[config.mk]
export PLATFORM = sky130hd
export DESIGN_NAME = cnu_msg_gen
export DESIGN_NICKNAME = d
export VERILOG_FILES = /design/src/rtl/cnu_msg_gen.sv
export SDC_FILE = /design/constraint.sdc
export NUM_CORES = 1
export LEC_CHECK = 0
export ABC_AREA = 1
export CORE_MARGIN = 2
export CORE_UTILIZATION = 49
export DETAILED_ROUTE_END_ITERATION = 16
export PLACE_DENSITY = 0.81
export RECOVER_POWER = 25
export SLEW_MARGIN = 20
export SYNTH_ARGS = -nofsm -noshare
export SYNTH_HDL_FRONTEND = slang
export SYNTH_SLANG_ARGS = --single-unit
[constraint.sdc]
create_clock -name clk -period 3.3 [get_ports clk]
set_input_delay 0.66 -clock clk [delete_from_list [all_inputs] [get_ports clk]]
set_output_delay 0.66 -clock clk [all_outputs]
set_load 0.02 [all_outputs]
[src/rtl/cnu_msg_gen.sv]
// Min-sum check-node output stage. Takes the min / min2 / min_idx summary
// and the sign bits of one row, applies the offset correction and
// regenerates the D check-to-variable messages one per cycle. A 2-entry
// row buffer lets the next row be captured while the current one drains.
//
// Handshakes: a transfer happens on a rising clk edge where valid and
// ready are both high. in_ready and out_valid depend only on registered
// state. Once out_valid is high, out_* hold stable until out_ready is seen.
module cnu_msg_gen #(
   parameter int data_w = 9,
   parameter int idx_w  = 3,
   parameter int D      = 7,
   parameter int OFFSET = 1
) (
   input  logic              clk,
   input  logic              rst,
   input  logic              in_valid,
   output logic              in_ready,
   input  logic [data_w-1:0] min,
   input  logic [data_w-1:0] min2,
   input  logic [idx_w-1:0]  min_idx,
   input  logic [D-1:0]      signs,
   output logic              out_valid,
   input  logic              out_ready,
   output logic              out_sign,
   output logic [data_w-1:0] out_mag,
   output logic [idx_w-1:0]  out_idx,
   output logic              out_last
);

   localparam logic [data_w-1:0] L_OFF  = data_w'(OFFSET);
   localparam logic [idx_w-1:0]  L_LAST = idx_w'(D - 1);

   // Row buffer payload, one slot per entry.
   logic [data_w-1:0] r_m1    [2];
   logic [data_w-1:0] r_m2    [2];
   logic [idx_w-1:0]  r_idx   [2];
   logic [D-1:0]      r_signs [2];
   logic              r_tsign [2];

   // Buffer bookkeeping and edge counter of the head row.
   logic              r_wr_ptr;
   logic              r_rd_ptr;
   logic [1:0]        r_count;
   logic [idx_w-1:0]  r_k;

   logic              w_push;
   logic              w_hs;
   logic              w_k_last;
   logic              w_pop;
   logic [data_w-1:0] w_m1;
   logic [data_w-1:0] w_m2;

   // Offset correction, saturating at zero.
   always_comb begin
      w_m1 = (min  > L_OFF) ? (min  - L_OFF) : '0;
      w_m2 = (min2 > L_OFF) ? (min2 - L_OFF) : '0;
   end

   // Handshake decode; everything here derives from registered state.
   always_comb begin
      in_ready  = (r_count != 2'd2);
      out_valid = (r_count != 2'd0);
      w_push    = in_valid && in_ready;
      w_hs      = out_valid && out_ready;
      w_k_last  = (r_k == L_LAST);
      w_pop     = w_hs && w_k_last;
   end

   // Message regeneration from the head entry. An out-of-range min_idx
   // never matches r_k, so every edge then gets m1.
   always_comb begin
      out_mag  = (r_k == r_idx[r_rd_ptr]) ? r_m2[r_rd_ptr] : r_m1[r_rd_ptr];
      out_sign = r_tsign[r_rd_ptr] ^ r_signs[r_rd_ptr][r_k];
      out_idx  = r_k;
      out_last = w_k_last;
   end

   // Capture a row summary into the write slot.
   always_ff @(posedge clk) begin
      if (w_push && !rst) begin
         r_m1[r_wr_ptr]    <= w_m1;
         r_m2[r_wr_ptr]    <= w_m2;
         r_idx[r_wr_ptr]   <= min_idx;
         r_signs[r_wr_ptr] <= signs;
         r_tsign[r_wr_ptr] <= ^signs;
      end
   end

   // Pointers, occupancy and edge counter; reset discards all buffered rows.
   always_ff @(posedge clk) begin
      if (rst) begin
         r_wr_ptr <= 1'b0;
         r_rd_ptr <= 1'b0;
         r_count  <= 2'd0;
         r_k      <= '0;
      end else begin
         if (w_push) r_wr_ptr <= ~r_wr_ptr;
         if (w_pop)  r_rd_ptr <= ~r_rd_ptr;
         if (w_push && !w_pop)      r_count <= r_count + 2'd1;
         else if (!w_push && w_pop) r_count <= r_count - 2'd1;
         if (w_hs) r_k <= w_k_last ? '0 : r_k + idx_w'(1);
      end
   end

endmodule

* After elaboration in Yosys (flattened, before gate mapping)
Memories as Yosys holds them, arrays and structs flattened. A register that Yosys moved wholly into a read port is not among the register bits.
Cells that the tools add are included.
** Cells by class
- Add/subtract/negate cells :: 5
- Multipliers :: 0
- Divide/modulo/power cells :: 0
- $lt $le $gt $ge :: 3
- Equality and inequality tests :: 3
- Shifts and indexed selects :: 0
- Mux-type cells :: 20
- Bitwise operators :: 3
- Reductions and logical operators :: 12
** Operators with widths (count)
- 9-bit 2-to-1 mux :: 3
- 9-bit by 1-bit greater-than comparator with 1-bit output, second input constant :: 2
- 9-bit by 1-bit subtractor with 9-bit output, second input constant :: 2
- 1-bit 2-to-1 mux :: 13
- 7-bit XOR reduction :: 1
- 1-bit logical AND :: 6
- 3-bit by 4-bit < comparator with 1-bit output, second input constant :: 1
- 2-bit 2-to-1 mux :: 2
- 2-bit nonzero test :: 2
- 3-bit by 1-bit adder with 3-bit output, second input constant :: 1
- 1-bit binary-select mux with 3-bit select :: 1
- 3-bit equality test :: 1
- 3-bit equality test, second input constant :: 1
- 1-bit zero test :: 3
- 3-bit 2-to-1 mux :: 1
- 2-bit by 1-bit adder with 2-bit output, second input constant :: 1
- 2-bit inequality test, second input constant :: 1
- 1-bit inverter :: 2
- 2-bit by 1-bit subtractor with 2-bit output, second input constant :: 1
- 1-bit XOR :: 1
** Word-level totals
- Register bits :: 7
- Latch bits :: 0
- Memory bits (writable) :: 58
- Bits in read-only memories :: 0
- Input bits :: 32
- Logic and storage cells :: 55
- Memories :: 5
** Memory list
- r_m1 :: words 2, bits a word 9, rd ports 1, clocked after memory_dff 1, wr ports 1, line 35 : logic [data_w-1:0] r_m1 [2];
- r_m2 :: words 2, bits a word 9, rd ports 1, clocked after memory_dff 1, wr ports 1, line 36 : logic [data_w-1:0] r_m2 [2];
- r_signs :: words 2, bits a word 7, rd ports 1, clocked after memory_dff 1, wr ports 1, line 38 : logic [D-1:0] r_signs [2];
- r_idx :: words 2, bits a word 3, rd ports 1, clocked after memory_dff 1, wr ports 1, line 37 : logic [idx_w-1:0] r_idx [2];
- r_tsign :: words 2, bits a word 1, rd ports 1, clocked after memory_dff 1, wr ports 1, line 39 : logic r_tsign [2];

* Longest topological paths before layout
- Word-level depth :: 6
- Gate-level depth with buffers :: 10
- Gate-level depth less buffers :: 10

* Worst setup path before layout
OpenSTA, ideal clock, no wires.
- Path kind :: input to register
- Start point :: input in_valid
- End point :: memory r_idx[1][0] (enable)
- Library setup time :: 0.451 ns
- Arrival time :: 2.746 ns
- Data required time :: 2.849 ns
- Setup slack :: 0.103 ns
- Cell stages on the path :: 2
- Buffers on the path :: 0
- Cells stage by stage :: nand2_1 -> nor3_1
** Between the ends
- Word-level cells in the longest chain between the ends :: 4
** RTL lines
- start, declared :: line 17 : input logic in_valid,
- 1-bit logical AND :: line 64 : w_push = in_valid && in_ready;
- 1-bit logical AND :: line 81 : if (w_push && !rst) begin
- 1-bit 2-to-1 mux :: line 81
- 1-bit 2-to-1 mux (implied by the code) :: line 84 : r_idx[r_wr_ptr] <= min_idx;
- end, declared :: line 37
No other way between the ends.

==> impl_metrics.py <==
metrics = {
    "cts": {
        "cts_tree": "yes",
        "htreeDepth": 3,
        "clkLatencyLatePin_ns": 0.35,
        "root_buffer": "clkbuf_8",
        "hold_buffers": 0,
        "cts_max_path_buffers": 2,
        "cts_resized": 0,
        "cts_buffers": 9,
        "cts_sinks": 66,
        "cts_setup_buffers": 0,
        "clkTransAtPathRegs_ns": 0.07,
    },
    "routing": {
        "dr.pass1.iters": 4,
        "ant_nets": 0,
        "drt_iter0_drc": 266,
        "route.final.wire_length_mm": 6.64,
        "vias_per_cell": 5.01,
        "drt-wirelength-per-cell_um": 13.5,
        "drc_errors": 0,
        "num_vias": 2469,
    },
    "floorplan": {
        "die_y_um": 86.0,
        "core_um2": 6420,
        "die_area_um2": 7390,
        "die_x_um": 86.0,
        "fp-row-count": 29,
        "ios": 48,
        "initial_core_util": 0.512,
    },
    "yosys": {
        "mappedNetlistArea_um2": 3290,
        "ys.flop_type": "edfxtp_1",
        "async_reset_ff_frac": 0,
        "syn_area_per_cell_um2": 9.27,
        "ys_types": 29,
        "synth_enable_flop_cells": 58,
        "synth_cells": 355,
        "synth_seq_cells": 66,
        "seq_area_frac_synth": 0.578,
        "yosysWarnings": 0,
        "synth_nets": 392,
    },
    "timing": {
        "rsz0062_at_grt": "false",
        "fin_worst_skew_ns": 0.00500,
        "setup_viol": 0,
        "finalCritPeriodShare": 0.949,
        "worst_pin_slew_ns": 0.581,
        "drv_slew": 0,
        "maxSlewHeadroom": 0.611,
        "fmax_ghz": 0.319,
        "fin_setup_tns_ns": 0,
        "finalHoldViolCount": 0,
        "period_needed_ns": 3.13,
        "setup_ws_ns": 0.170,
    },
    "global_routing": {
        "grt_pass1_wl_mm": 11.1,
        "antenna_found_initial": 0,
        "grt_max_degree": 30,
        "grt.overflow.total": 0,
        "grt_usage": 0.198,
        "grt_pass1_vias": 2442,
    },
    "placement": {
        "place_congestion": 0.891,
        "numPortBuffers": 47,
        "pre_cts_ws_ns": 0.451,
        "post-dp-hpwl_mm": 4.82,
        "dp.cells": 477,
    },
    "cells_and_area": {
        "fill_cells": 517,
        "final_cell_mix": "nand2_1, edfxtp_1, inv_1, clkdlybuf4s50_1, nor2_1",
        "final_net_count": 448,
        "diodes": 0,
        "drive_above_1_share": 0.0769,
        "syn_to_final_growth_pct": 23.4,
        "layout.cells.most_common": "nand2_1",
        "fin_cells": 493,
    },
    "critical_path": {
        "cp_max_fo": 23,
        "crit_path_start_kind": "flip-flop",
        "worst_ep_required_time_ns": 2.64,
        "end_kind": "output port",
        "arrival_ns": 2.47,
        "crit_type": "reg -> out",
    },
    "job": {
        "drv_cap": 0,
    },
    "power_and_ir_drop": {
        "power.density_nw_per_um2": 484,
        "peakVddDrop_mv": 0.231,
        "p_leak_nw": 1.71,
    },
    "worst_hold_path": {
        "holdCritPathClass": "reg -> reg",
    },
    "outcome": {
        "run_status": "completed",
    },
}
==> kinds of logic after synthesis <==
logic type	count (synthesis)	synth area share
adder cells (fa/ha/maj)	5	0.0190
flip-flops	66	0.578
AND/OR/NAND/NOR	185	0.237
AO/OA/AOI/OAI	29	0.0464
XOR/XNOR	14	0.0452
buffers and inverters	56	0.0741
==> metrics by stage <==
stage               area, µm²   util  power, mW  hold WS [ns]
finish                   4060  0.632       1.96         0.482
global route             4060  0.632       2.04         0.508
detailed placement       3840  0.599       1.25         0.471
global placement         3840  0.599       1.24         0.452
CTS                      4060  0.633       1.99         0.482
floorplan                3290      -       1.13         0.438
==> layout make-up <==
class                      instances  area [µm²]  share of cell area
multi-input combinational        233        1150               0.283
clock buffer                       9         124              0.0305
tap                               77        96.3              0.0237
inverter                          49         186              0.0459
clock inverter                     7        93.8              0.0231
sequential                        66        1900               0.468
timing repair buffer              52         508               0.125
==> synth_stat cells (2+ instances only) <==
| cell type | n | area (µm²) |
|---|---|---|
| o22ai_1 | 2 | 12.5 |
| nor3_1 | 5 | 25.0 |
| inv_1 | 47 | 176 |
| nand2_1 | 121 | 454 |
| dfxtp_1 | 8 | 160 |
| nand3_1 | 11 | 55.1 |
| a21oi_1 | 14 | 70.1 |
| buf_4 | 2 | 15.0 |
| edfxtp_1 | 58 | 1740 |
| xor2_1 | 6 | 52.6 |
| nand2_4 | 2 | 22.5 |
| xnor2_1 | 6 | 52.6 |
| o21ai_0 | 10 | 50.1 |
| nor2_1 | 30 | 113 |
| nand2_2 | 3 | 18.8 |
| nand4_1 | 11 | 68.8 |
| buf_6 | 3 | 33.8 |
| ha_1 | 5 | 62.6 |
==> worst max-delay path: stages (launching register included) <==
cell,delay [ns]
dfxtp_1,0.52
buf_6,0.25
nand2_1,0.12
nand2_4,0.09
xor2_2,0.18
inv_4,0.09
nand3_4,0.12
nand2_1,0.08
nand2_1,0.06
clkdlybuf4s50_1,0.61
==> worst paths after layout <==
kind	start	endpoint	slack, ns	cells after the start
max	flip-flop	out_mag[1]	0.17	9
min	r_rd_ptr$_SDFFE_PP0P_	r_rd_ptr$_SDFFE_PP0P_	0.48	2
max reg2reg	out_idx[1]$_SDFFE_PP0P_	r_count[1]$_SDFFE_PP0P_	1.57	8
min reg2reg	r_rd_ptr$_SDFFE_PP0P_	r_rd_ptr$_SDFFE_PP0P_	0.48	2
==> layer usage <==
layer	GRT usage	share of wire	vias to the layer above
met5	0	0	-
met4	0.108	0.025	0
met3	0.0414	0.042	14
met2	0.335	0.51	58
met1	0.236	0.43	1135
li1	-	-	1262
==> sequential cells by signal, summed over array words and instances, names as in the netlist, named ones only <==
name / flops
r_tsign: 2
out_idx: 3
r_m1: 18
r_idx: 6
r_m2: 18
r_rd_ptr: 1
r_count: 2
r_signs: 14
r_wr_ptr: 1
==> where the power goes <==
group | internal (mW) | total (mW) | switching (mW)
Combinational | 0.111 | 0.260 | 0.149
Sequential | 0.954 | 0.968 | 0.0139
Clock | 0.423 | 0.736 | 0.313
Note: power is estimated with default switching activity, not from simulation.
